--- src/rtl/mvm_pkg.sv ---
// Shared definitions for the matrix-vector multiply sequencer.
//   ELEM_W       : width of one vector element / lane (bits)
//   DEF_SIZE     : default number of vector lanes
//   DEF_COLS     : default number of matrix columns per job
//   DEF_VSM_LAT  : default vsm latency (edges from sampling to out)
//   state_t      : sequencer FSM state encoding
package mvm_pkg;

  localparam int ELEM_W      = 8;
  localparam int DEF_SIZE    = 3;
  localparam int DEF_COLS    = 3;
  localparam int DEF_VSM_LAT = 2;

  typedef enum logic [2:0] {
    IDLE,
    CLEAR,
    ISSUE,
    DRAIN,
    HOLD
  } state_t;

endpackage

--- src/rtl/mvm_top.sv ---
// Matrix-vector multiply wrapper: one mvm_seq driving one vsm.
// The vsm is cleared either by the system reset or by the sequencer.
// Ports:
//   clk, reset          : shared clock and synchronous active-high reset
//   start, busy         : job request / in-progress indication
//   col_addr / col_data : column memory read port
//   x_addr / x_data     : vector memory read port
//   res_data, res_valid, res_ready : result handshake
//   state               : sequencer FSM state
module mvm_top
  import mvm_pkg::*;
#(
  parameter int SIZE    = DEF_SIZE,
  parameter int COLS    = DEF_COLS,
  parameter int VSM_LAT = DEF_VSM_LAT,
  localparam int KW     = (COLS > 1) ? $clog2(COLS) : 1
) (
  input  logic                   clk,
  input  logic                   reset,
  input  logic                   start,
  output logic                   busy,
  output logic [KW-1:0]          col_addr,
  input  logic [ELEM_W*SIZE-1:0] col_data,
  output logic [KW-1:0]          x_addr,
  input  logic [ELEM_W-1:0]      x_data,
  output logic [ELEM_W*SIZE-1:0] res_data,
  output logic                   res_valid,
  input  logic                   res_ready,
  output state_t                 state
);

  logic                   vsm_reset;
  logic                   vsm_enable;
  logic [ELEM_W*SIZE-1:0] vsm_a;
  logic [ELEM_W-1:0]      vsm_b;
  logic [ELEM_W*SIZE-1:0] vsm_out;
  logic                   vsm_clr;

  assign vsm_clr = reset | vsm_reset;

  mvm_seq #(
    .SIZE    (SIZE),
    .COLS    (COLS),
    .VSM_LAT (VSM_LAT)
  ) u_seq (
    .clk        (clk),
    .reset      (reset),
    .start      (start),
    .busy       (busy),
    .col_addr   (col_addr),
    .col_data   (col_data),
    .x_addr     (x_addr),
    .x_data     (x_data),
    .vsm_reset  (vsm_reset),
    .vsm_enable (vsm_enable),
    .vsm_a      (vsm_a),
    .vsm_b      (vsm_b),
    .vsm_out    (vsm_out),
    .res_data   (res_data),
    .res_valid  (res_valid),
    .res_ready  (res_ready),
    .state      (state)
  );

  vsm #(
    .SIZE (SIZE)
  ) u_vsm (
    .clk    (clk),
    .reset  (vsm_clr),
    .enable (vsm_enable),
    .a      (vsm_a),
    .b      (vsm_b),
    .out    (vsm_out)
  );

endmodule

--- src/rtl/vsm.sv ---
// Vector-scalar multiply-accumulate unit.
// Each lane accumulates a[lane] * b, wrapping modulo 2^ELEM_W.
// Two-stage pipeline: the edge that samples an enabled input registers
// the lane products; the next edge adds them into the accumulator, so
// out reflects an input two edges after it is sampled.
// Ports:
//   clk     : rising-edge clock
//   reset   : synchronous active-high clear of products and accumulator
//   enable  : a/b are valid this cycle
//   a       : SIZE packed lanes of ELEM_W bits
//   b       : scalar multiplier
//   out     : SIZE packed accumulator lanes
module vsm
  import mvm_pkg::*;
#(
  parameter int SIZE = DEF_SIZE
) (
  input  logic                   clk,
  input  logic                   reset,
  input  logic                   enable,
  input  logic [ELEM_W*SIZE-1:0] a,
  input  logic [ELEM_W-1:0]      b,
  output logic [ELEM_W*SIZE-1:0] out
);

  logic [ELEM_W*SIZE-1:0] prod;
  logic                   prod_valid;

  always_ff @(posedge clk) begin
    if (reset) begin
      prod       <= '0;
      prod_valid <= 1'b0;
      out        <= '0;
    end else begin
      prod_valid <= enable;
      for (int i = 0; i < SIZE; i++) begin
        prod[i*ELEM_W +: ELEM_W] <= enable ? a[i*ELEM_W +: ELEM_W] * b : '0;
        if (prod_valid) begin
          out[i*ELEM_W +: ELEM_W] <= out[i*ELEM_W +: ELEM_W] + prod[i*ELEM_W +: ELEM_W];
        end
      end
    end
  end

endmodule

--- src/rtl/mvm_seq.sv ---
// Matrix-vector multiply sequencer. Walks COLS matrix columns and the
// matching input-vector elements through an external vsm, waits for the
// vsm pipeline to drain, then presents the accumulated vector as a result.
// Ports:
//   clk, reset          : rising-edge clock, synchronous active-high reset
//   start               : job request, only looked at in IDLE
//   busy                : high whenever the FSM is not IDLE
//   col_addr / col_data : column read port (combinational memory)
//   x_addr / x_data     : vector element read port (same index as column)
//   vsm_reset           : registered vsm clear, high for the CLEAR cycle
//   vsm_enable, vsm_a, vsm_b : registered vsm operands
//   vsm_out             : vsm accumulator value
//   res_data, res_valid, res_ready : result output handshake
//   state               : current FSM state, exported for observation
//
// Result handshake: a transfer happens on a rising edge where res_valid
// and res_ready are both high. Once raised, res_valid and res_data stay
// stable until that transfer; res_valid never drops without one (except
// on reset).
module mvm_seq
  import mvm_pkg::*;
#(
  parameter int SIZE    = DEF_SIZE,
  parameter int COLS    = DEF_COLS,
  parameter int VSM_LAT = DEF_VSM_LAT,
  localparam int KW     = (COLS > 1) ? $clog2(COLS) : 1
) (
  input  logic                   clk,
  input  logic                   reset,
  input  logic                   start,
  output logic                   busy,
  output logic [KW-1:0]          col_addr,
  input  logic [ELEM_W*SIZE-1:0] col_data,
  output logic [KW-1:0]          x_addr,
  input  logic [ELEM_W-1:0]      x_data,
  output logic                   vsm_reset,
  output logic                   vsm_enable,
  output logic [ELEM_W*SIZE-1:0] vsm_a,
  output logic [ELEM_W-1:0]      vsm_b,
  input  logic [ELEM_W*SIZE-1:0] vsm_out,
  output logic [ELEM_W*SIZE-1:0] res_data,
  output logic                   res_valid,
  input  logic                   res_ready,
  output state_t                 state
);

  // DRAIN counts 0..VSM_LAT, i.e. VSM_LAT+1 cycles.
  localparam int DW = $clog2(VSM_LAT + 2);
  localparam logic [KW-1:0] LAST_K     = KW'(COLS - 1);
  localparam logic [DW-1:0] DRAIN_LAST = DW'(VSM_LAT);

  state_t        state_q, state_d;
  logic [KW-1:0] k;
  logic [DW-1:0] d_cnt;

  assign state = state_q;

  always_comb begin
    state_d = state_q;
    case (state_q)
      IDLE:    if (start) state_d = CLEAR;
      CLEAR:   state_d = ISSUE;
      ISSUE:   if (k == LAST_K) state_d = DRAIN;
      DRAIN:   if (d_cnt == DRAIN_LAST) state_d = HOLD;
      // res_valid is always high in HOLD, so res_ready alone completes it.
      HOLD:    if (res_ready) state_d = IDLE;
      default: state_d = IDLE;
    endcase
  end

  assign busy     = (state_q != IDLE);
  assign col_addr = (state_q == ISSUE) ? k : '0;
  assign x_addr   = col_addr;

  always_ff @(posedge clk) begin
    if (reset) begin
      state_q    <= IDLE;
      k          <= '0;
      d_cnt      <= '0;
      vsm_reset  <= 1'b1;
      vsm_enable <= 1'b0;
      vsm_a      <= '0;
      vsm_b      <= '0;
      res_data   <= '0;
      res_valid  <= 1'b0;
    end else begin
      state_q <= state_d;

      // Raised on the edge that enters CLEAR so the vsm sees it for
      // exactly the CLEAR cycle and clears before the first operand.
      vsm_reset <= (state_q == IDLE) && start;

      case (state_q)
        CLEAR: begin
          k     <= '0;
          d_cnt <= '0;
        end
        ISSUE: if (k != LAST_K) k <= k + KW'(1);
        DRAIN: d_cnt <= d_cnt + DW'(1);
        default: ;
      endcase

      if (state_q == ISSUE) begin
        vsm_enable <= 1'b1;
        vsm_a      <= col_data;
        vsm_b      <= x_data;
      end else begin
        vsm_enable <= 1'b0;
        vsm_a      <= '0;
        vsm_b      <= '0;
      end

      if (state_q == DRAIN && d_cnt == DRAIN_LAST) begin
        res_data  <= vsm_out;
        res_valid <= 1'b1;
      end else if (state_q == HOLD && res_ready) begin
        res_valid <= 1'b0;
      end
    end
  end

endmodule

--- config.mk ---
export PLATFORM = sky130hd
export DESIGN_NAME = mvm_top
export DESIGN_NICKNAME = d
export VERILOG_FILES = /design/src/rtl/mvm_pkg.sv /design/src/rtl/mvm_top.sv /design/src/rtl/vsm.sv /design/src/rtl/mvm_seq.sv
export SDC_FILE = /design/constraint.sdc
export NUM_CORES = 1
export LEC_CHECK = 0
export CELL_PAD_IN_SITES_DETAIL_PLACEMENT = 0
export CELL_PAD_IN_SITES_GLOBAL_PLACEMENT = 1
export CORE_MARGIN = 4
export CORE_UTILIZATION = 30
export CTS_CLUSTER_SIZE = 28
export DETAILED_ROUTE_END_ITERATION = 10
export PLACE_DENSITY_LB_ADDON = 0.1
export SYNTH_ARGS = -nofsm -noshare
export SYNTH_HDL_FRONTEND = slang
export SYNTH_SLANG_ARGS = --single-unit
--- constraint.sdc ---
create_clock -name clk -period 5.5 [get_ports clk]
set_input_delay 0.55 -clock clk [delete_from_list [all_inputs] [get_ports clk]]
set_output_delay 0.55 -clock clk [all_outputs]
set_load 0.02 [all_outputs]
==> summary.txt, run 1 <==
STA
  – Slew headroom: 0.380
  – Slew @ Worst Pin: 928 ps
  – Max-slew violations: 0
  – RSZ-0062 raised after global routing: false
  – Final Skew: 10.4 ps
  – Post-layout minimum cycle time: 4180 ps
  – Fmax: 239 MHz
  – Setup TNS: 0 ps
  – # setup viols final: 0
  – Final cycle utilization of the critical path: 0.760
  – Final hold viol count: 0

Clock tree
  – CTS H-Tree Depth: 4
  – # hold bufs at CTS: 0
  – CTS Buffer Depth: 2
  – Root buffer cell: clkbuf_16
  – Clock Latency Late Sink: 410 ps
  – Clk sink count: 115
  – CTS tree: built
  – Clock-pin slew on the worst setup and hold paths: 60 ps
  – # Post-CTS Setup Buffers: 0
  – PostCTS Resize Cnt: 0
  – CTS Buf Count: 17

Floorplanning
  – Placement Rows: 56
  – Core area: 23600 µm²
  – I/O Pins: just under 70
  – Die Y: 163 µm
  – Die area: 26700 µm²
  – Initial Util: 0.306
  – Chip width: 163 µm

Final layout
  – Nets@finish: approximately 1000
  – Layout cell share with drive strength beyond 1: 0.0471
  – Most frequent cells in the layout: nand2_1 (118), dfxtp_1 (115), and2_1 (88), inv_1 (78), ha_1 (71)
  – Most common cell after layout, fill and taps aside: nand2_1
  – ANT cells: 0
  – Synth-to-layout area growth: 21.9%

Routing
  – Router iterations before antenna repair: 4
  – DRC: 0
  – DRT antenna net count: 0
  – Drt total wl: 15.8 mm
  – Vias/cell: 4.42
  – Initial DRC Count: ~190
  – WL/cell: 13.3 µm
  – DR vias: between 5000 and 6000

Synthesis
  – Post-synthesis cell area: 7240 µm²
  – Sequential area share after synthesis: 0.318
  – Synth async-reset ratio: 0
  – Yosys reg bits: 115
  – Syn. warnings: 0
  – Synth cell types: 45
  – Yosys top cell by area: dfxtp_1
  – Syn Nets: 947
  – Mean Syn Cell Area: 9.03 µm²
  – Synthesized instance count: between 800 and 900
  – Post-synth EDFFs: 0
  – Share of the synthesized area in the top cell type: 0.318
  – Top area cells in the synthesized netlist: dfxtp_1 (32%), ha_1 (12%), fa_1 (11%)
  – Post-synth top flop: dfxtp_1

GRT
  – Gr ovfl total: 0
  – Antenna violations before repair: 0
  – Largest net degree at the start of global routing: 40
  – GR Util All Layers: 0.125
  – Global-route wire length before repair: 26.8 mm
  – Vias in the first global route: 5333

Pwr
  – Internal power: 1.62 mW
  – Combinational power share: 0.036
  – Switching share of power: 0.229
  – Tot Pwr: 2.10 mW
  – P_sw: 0.481 mW
  – Power Dens Cells: 238 nW/µm²
  – Max VDD drop: 0.162 mV
  – Reg power frac: 0.412
  – Clk pwr share: 0.552
  – Static leakage: 3.78 nW

Critical path
  – WP data required: 5840 ps
  – Setup CP Type: reg -> reg
  – Critical Path AT: 4530 ps
  – Crit path capture type: flop
  – Crit path max fanout: 18
  – CP Launch Type: flop

Run status
  – Status: finished clean

Job
  – Max Cap Violations: 0

Placed design
  – GPL Wtd Cong: 0.777
  – DP HPWL: between 10 and 15 mm
  – IO buf count: 68

Min path
  – Hold crit path type: reg -> reg
==> logic make-up after synthesis <==
family,Yosys count,synth area share
xor gates and xnor gates,43,0.0693
buffers and inverters,113,0.0615
adders and majority gates,110,0.231
AOI/OAI and AO/OA,100,0.0889
DFF,115,0.318
muxes,16,0.0221
and+or+nand+nor,304,0.209
==> per-stage QoR <==
stage	std cells	hold WS, ps	worst slack (ps)	util	area (µm²)
after floorplan	801	441	1680	-	7240
after global placement	1159	446	1490	0.348	8210
after detailed placement	1159	446	1320	0.348	8210
after CTS	1190	455	1310	0.374	8820
after global routing	1190	473	1180	0.374	8820
final	1190	451	1320	0.374	8820
==> critical path, cell delays in order, from the launching register on <==
cell and delay (ps):
dfxtp_1 760, nand2_1 140, fa_1 420, fa_1 560
inv_1 50, fa_1 470, inv_1 50, fa_1 430
xor2_1 210, xnor3_1 350, xnor3_1 380, xnor3_1 210
nor2_1 80
==> worst paths after layout <==
check	from	cells after the start	slack [ps]	end
setup / recovery	u_seq.vsm_b[2]$_SDFF_PP0_	12	1320	u_vsm.prod[15]$_SDFF_PP0_
hold / removal	u_seq.res_data[1]$_SDFFE_PP0P_	2	450	u_seq.res_data[1]$_SDFFE_PP0P_
setup reg to reg	u_seq.vsm_b[2]$_SDFF_PP0_	12	1320	u_vsm.prod[15]$_SDFF_PP0_
hold reg to reg	u_seq.res_data[1]$_SDFFE_PP0P_	2	450	u_seq.res_data[1]$_SDFFE_PP0P_
==> power groups by stage <==
stage	sequential, mW	clock [mW]	combinational [mW]
after floorplan	0.870	0	0.0417
after global placement	0.881	0	0.0752
after detailed placement	0.882	0	0.0764
after CTS	0.863	1.20	0.0767
after global routing	0.865	1.23	0.0840
final	0.863	1.16	0.0750
==> state kept, by name, summed over array words and instances, names as in the netlist <==
name and count:
u_seq.res_data 24, u_seq.vsm_a 24, u_vsm.out 24, u_vsm.prod 24, u_seq.vsm_b 8, u_seq.state 3
u_seq.d_cnt 2, u_seq.k 2, u_seq.res_valid 1, u_seq.vsm_enable 1, u_seq.vsm_reset 1, u_vsm.prod_valid 1
==> Yosys cell counts (4+ instances only) <==
cell type	n
nor4_1	4
xnor2_1	20
and3_1	15
xnor3_1	8
nor3_1	8
nand2b_1	5
o21bai_1	5
nand2_1	118
and2_1	88
a211oi_1	4
dfxtp_1	115
nor2b_1	7
buf_2	5
o21a_1	7
xor2_1	13
or3_1	7
o211ai_1	12
nor2_1	37
ha_1	71
nor3b_1	5
clkbuf_1	26
inv_1	78
a21oi_1	42
o21ai_1	5
a21o_1	7
mux2i_1	16
fa_1	39
==> cell type report <==
| class | instances | area (µm²) |
|---|---|---|
| multi-input cells | 573 | 4490 |
| well taps | 319 | 399 |
| fillers | 2408 | 14800 |
| inverters | 79 | 297 |
| clock inverters | 13 | 173 |
| repair buffers | 73 | 718 |
| clock buffers | 18 | 439 |
| flip-flops and latches | 115 | 2300 |
==> layer usage <==
layer	part of all wire	GRT usage	wire, µm	vias up
met2	0.44	0.199	6980	104
met3	0.041	0.0278	644	18
met5	0	0	0	-
met4	0.014	0.0358	225	0
met1	0.50	0.170	7970	2419
li1	-	-	-	2720
Power figures use the tool's default switching activity.
==> inputs of run 2 (changes only) <==
==> constraint.sdc (replaced) <==
create_clock -name clk -period 4.2 [get_ports clk]
set_input_delay 0.42 -clock clk [delete_from_list [all_inputs] [get_ports clk]]
set_output_delay 0.42 -clock clk [all_outputs]
set_load 0.02 [all_outputs]
==> run 2 against run 1 <==
  * Cell count grew 0.25%
  * Via count increased by 0.23%
  * Final area is 0.30% higher
  * Fmax rose by 7.1%
  * Clock power up 30%
  * Routed wire length decreased by 1.1%
  * Clock skew up 1.5 ps
  * Sequential share of layout area barely moved
  * Global-route usage barely moved
  * Non-clock buffer count grew 3
  * Largest cell class unchanged
  * Highest routed layer unchanged
==> summary.txt, run 2 (same netlist as run 1, synthesis figures left out) <==
Run status
  – Status: finished clean (unchanged)

GRT
  – Largest net degree at the start of global routing: 34 (was 40)
  – Gr ovfl total: 0 (unchanged)
  – Antenna violations before repair: 0 (unchanged)
  – Vias in the first global route: 5271 (was 5333)
  – Global-route wire length before repair: 26.6 mm (was 26.8 mm)
  – GR Util All Layers: 0.125 (about the same)

Clock tree
  – CTS Buffer Depth: 2 (unchanged)
  – Clk sink count: 115 (unchanged)
  – Clock Latency Late Sink: 410 ps (about the same)
  – Root buffer cell: clkbuf_16 (unchanged)
  – CTS tree: built (unchanged)
  – CTS Buf Count: 17 (unchanged)
  – Clock-pin slew on the worst setup and hold paths: 60 ps (about the same)
  – # Post-CTS Setup Buffers: 0 (unchanged)
  – # hold bufs at CTS: 0 (unchanged)
  – CTS H-Tree Depth: 4 (unchanged)

Routing
  – DRC: 0 (unchanged)
  – Vias/cell: 4.42 (about the same)
  – Initial DRC Count: 226 (was 191)
  – Router iterations before antenna repair: 4 (unchanged)
  – Drt total wl: 15.6 mm (was 15.8 mm)
  – DR vias: 5273 (was 5261)
  – WL/cell: 13.1 µm (was 13.3 µm)
  – DRT antenna net count: 0 (unchanged)

STA
  – Fmax: 256 MHz (was 239 MHz)
  – Worst setup margin: 294 ps (was 1320 ps)
  – RSZ-0062 raised after global routing: false (unchanged)
  – Hold slack: 450 ps (was 451 ps)
  – Max-slew violations: 0 (unchanged)
  – Final cycle utilization of the critical path: 0.930 (was 0.760)
  – Post-layout minimum cycle time: 3910 ps (was 4180 ps)
  – Final hold viol count: 0 (unchanged)
  – Setup TNS: 0 ps (unchanged)
  – # setup viols final: 0 (unchanged)
  – Final Skew: 11.9 ps (was 10.4 ps)
  – Slew @ Worst Pin: 907 ps (was 928 ps)
  – Slew headroom: 0.395 (was 0.380)

Critical path
  – Crit path max fanout: 18 (unchanged)
  – Critical Path AT: 4250 ps (was 4530 ps)
  – Crit path capture type: flop (unchanged)
  – CP Launch Type: flop (unchanged)
  – Setup CP Type: reg -> reg (unchanged)
  – WP data required: 4550 ps (was 5840 ps)

Pwr
  – Combinational power share: 0.038 (was 0.036)
  – Max VDD drop: 0.206 mV (was 0.162 mV)
  – Clk pwr share: 0.550 (was 0.552)
  – P_sw: 0.621 mW (was 0.481 mW)
  – Power Dens Cells: 309 nW/µm² (was 238 nW/µm²)
  – Static leakage: 3.80 nW (was 3.78 nW)
  – Tot Pwr: 2.74 mW (was 2.10 mW)
  – Switching share of power: 0.227 (was 0.229)
  – Reg power frac: 0.412 (about the same)
  – Internal power: 2.12 mW (was 1.62 mW)

Final layout
  – Core Util, Final: 0.375 (was 0.374)
  – Most frequent cells in the layout: nand2_1 (118), dfxtp_1 (112), and2_1 (88), inv_1 (78), ha_1 (71) (was nand2_1 (118), dfxtp_1 (115), and2_1 (88), inv_1 (78), ha_1 (71))
  – Nets@finish: 1008 (was 1005)
  – Most common cell after layout, fill and taps aside: nand2_1 (unchanged)
  – Synth-to-layout area growth: 22.2% (was 21.9%)
  – Fillers: 2447 (was 2408)
  – Layout cell share with drive strength beyond 1: 0.0538 (was 0.0471)
  – ANT cells: 0 (unchanged)

Placed design
  – IO buf count: 68 (unchanged)
  – GPL Wtd Cong: 0.789 (was 0.777)
  – DP HPWL: 11.9 mm (about the same)
  – Pre-CTS WS: 35.4 ps (was 1320 ps)

Min path
  – Hold crit path type: reg -> reg (unchanged)

Floorplanning
  – Chip width: 163 µm (unchanged)
  – Placement Rows: 56 (unchanged)
  – I/O Pins: 69 (unchanged)
  – Die area: 26700 µm² (unchanged)
  – Die Y: 163 µm (unchanged)
  – Initial Util: 0.306 (unchanged)
  – Core area: 23600 µm² (unchanged)

Job
  – Max Cap Violations: 0 (unchanged)
## run 2: cell types whose count changed in the layout (fill, tap and decap cells not counted)
cell | previous run | this run
dfxtp_1 | 115 | 112
buf_4 | 5 | 8
dfxtp_2 | 0 | 3
## run 2: through the flow
stage	cells	instance area, µm²
CTS	1193	8840
global route	1193	8850
detailed placement	1162	8230
floorplan	801	7240
global placement	1162	8230
finish	1193	8850
## run 2: layout make-up
class                           count  area (µm²)  area share
Clock inverter                     13         173      0.0195
Multi-Input combinational cell    573        4490       0.508
Sequential cell                   115        2310       0.261
Timing Repair Buffer               76         741      0.0837
Clock buffer                       18         439      0.0496
Tap cell                          319         399      0.0451
Inverter                           79         297      0.0335
## run 2: final timing paths
| check | from | to | slack (ps) | cells after the start |
|---|---|---|---|---|
| setup / recovery | u_seq.vsm_b[2]$_SDFF_PP0_ | u_vsm.prod[15]$_SDFF_PP0_ | 290 | 12 |
| hold / removal | u_seq.res_data[1]$_SDFFE_PP0P_ | u_seq.res_data[1]$_SDFFE_PP0P_ | 450 | 2 |
| setup reg to reg | u_seq.vsm_b[2]$_SDFF_PP0_ | u_vsm.prod[15]$_SDFF_PP0_ | 290 | 12 |
| hold reg to reg | u_seq.res_data[1]$_SDFFE_PP0P_ | u_seq.res_data[1]$_SDFFE_PP0P_ | 450 | 2 |
## run 2: critical path, cell delays in order (launching register included)
cell	delay, ps
dfxtp_2	560
nand2_1	120
fa_1	410
fa_1	540
inv_1	50
fa_1	470
inv_1	50
fa_1	430
xor2_1	190
xnor3_1	330
xnor3_1	380
xnor3_1	210
nor2_1	90
## run 2: what timing repair did
item	CTS	global route
gates resized for setup	0	3
hold endpoints to repair	0	0
setup endpoints to repair	0	3
## run 2: power by group through the flow
| stage | clock network, mW | logic, mW | registers [mW] |
|---|---|---|---|
| 3_5_place_dp | 0 | 0.105 | 1.15 |
| 6_report | 1.51 | 0.103 | 1.13 |
| 2_1_floorplan | 0 | 0.0547 | 1.14 |
| 5_1_grt | 1.61 | 0.115 | 1.13 |
| 3_3_place_gp | 0 | 0.103 | 1.15 |
| 4_1_cts | 1.56 | 0.105 | 1.13 |
## run 2: per-layer routing
metal | vias up | GRT usage | part of all wire
met4 | 0 | 0.0335 | 0.011
met3 | 13 | 0.0293 | 0.045
met1 | 2430 | 0.172 | 0.51
met5 | - | 0 | 0
li1 | 2722 | - | -
met2 | 108 | 0.197 | 0.43
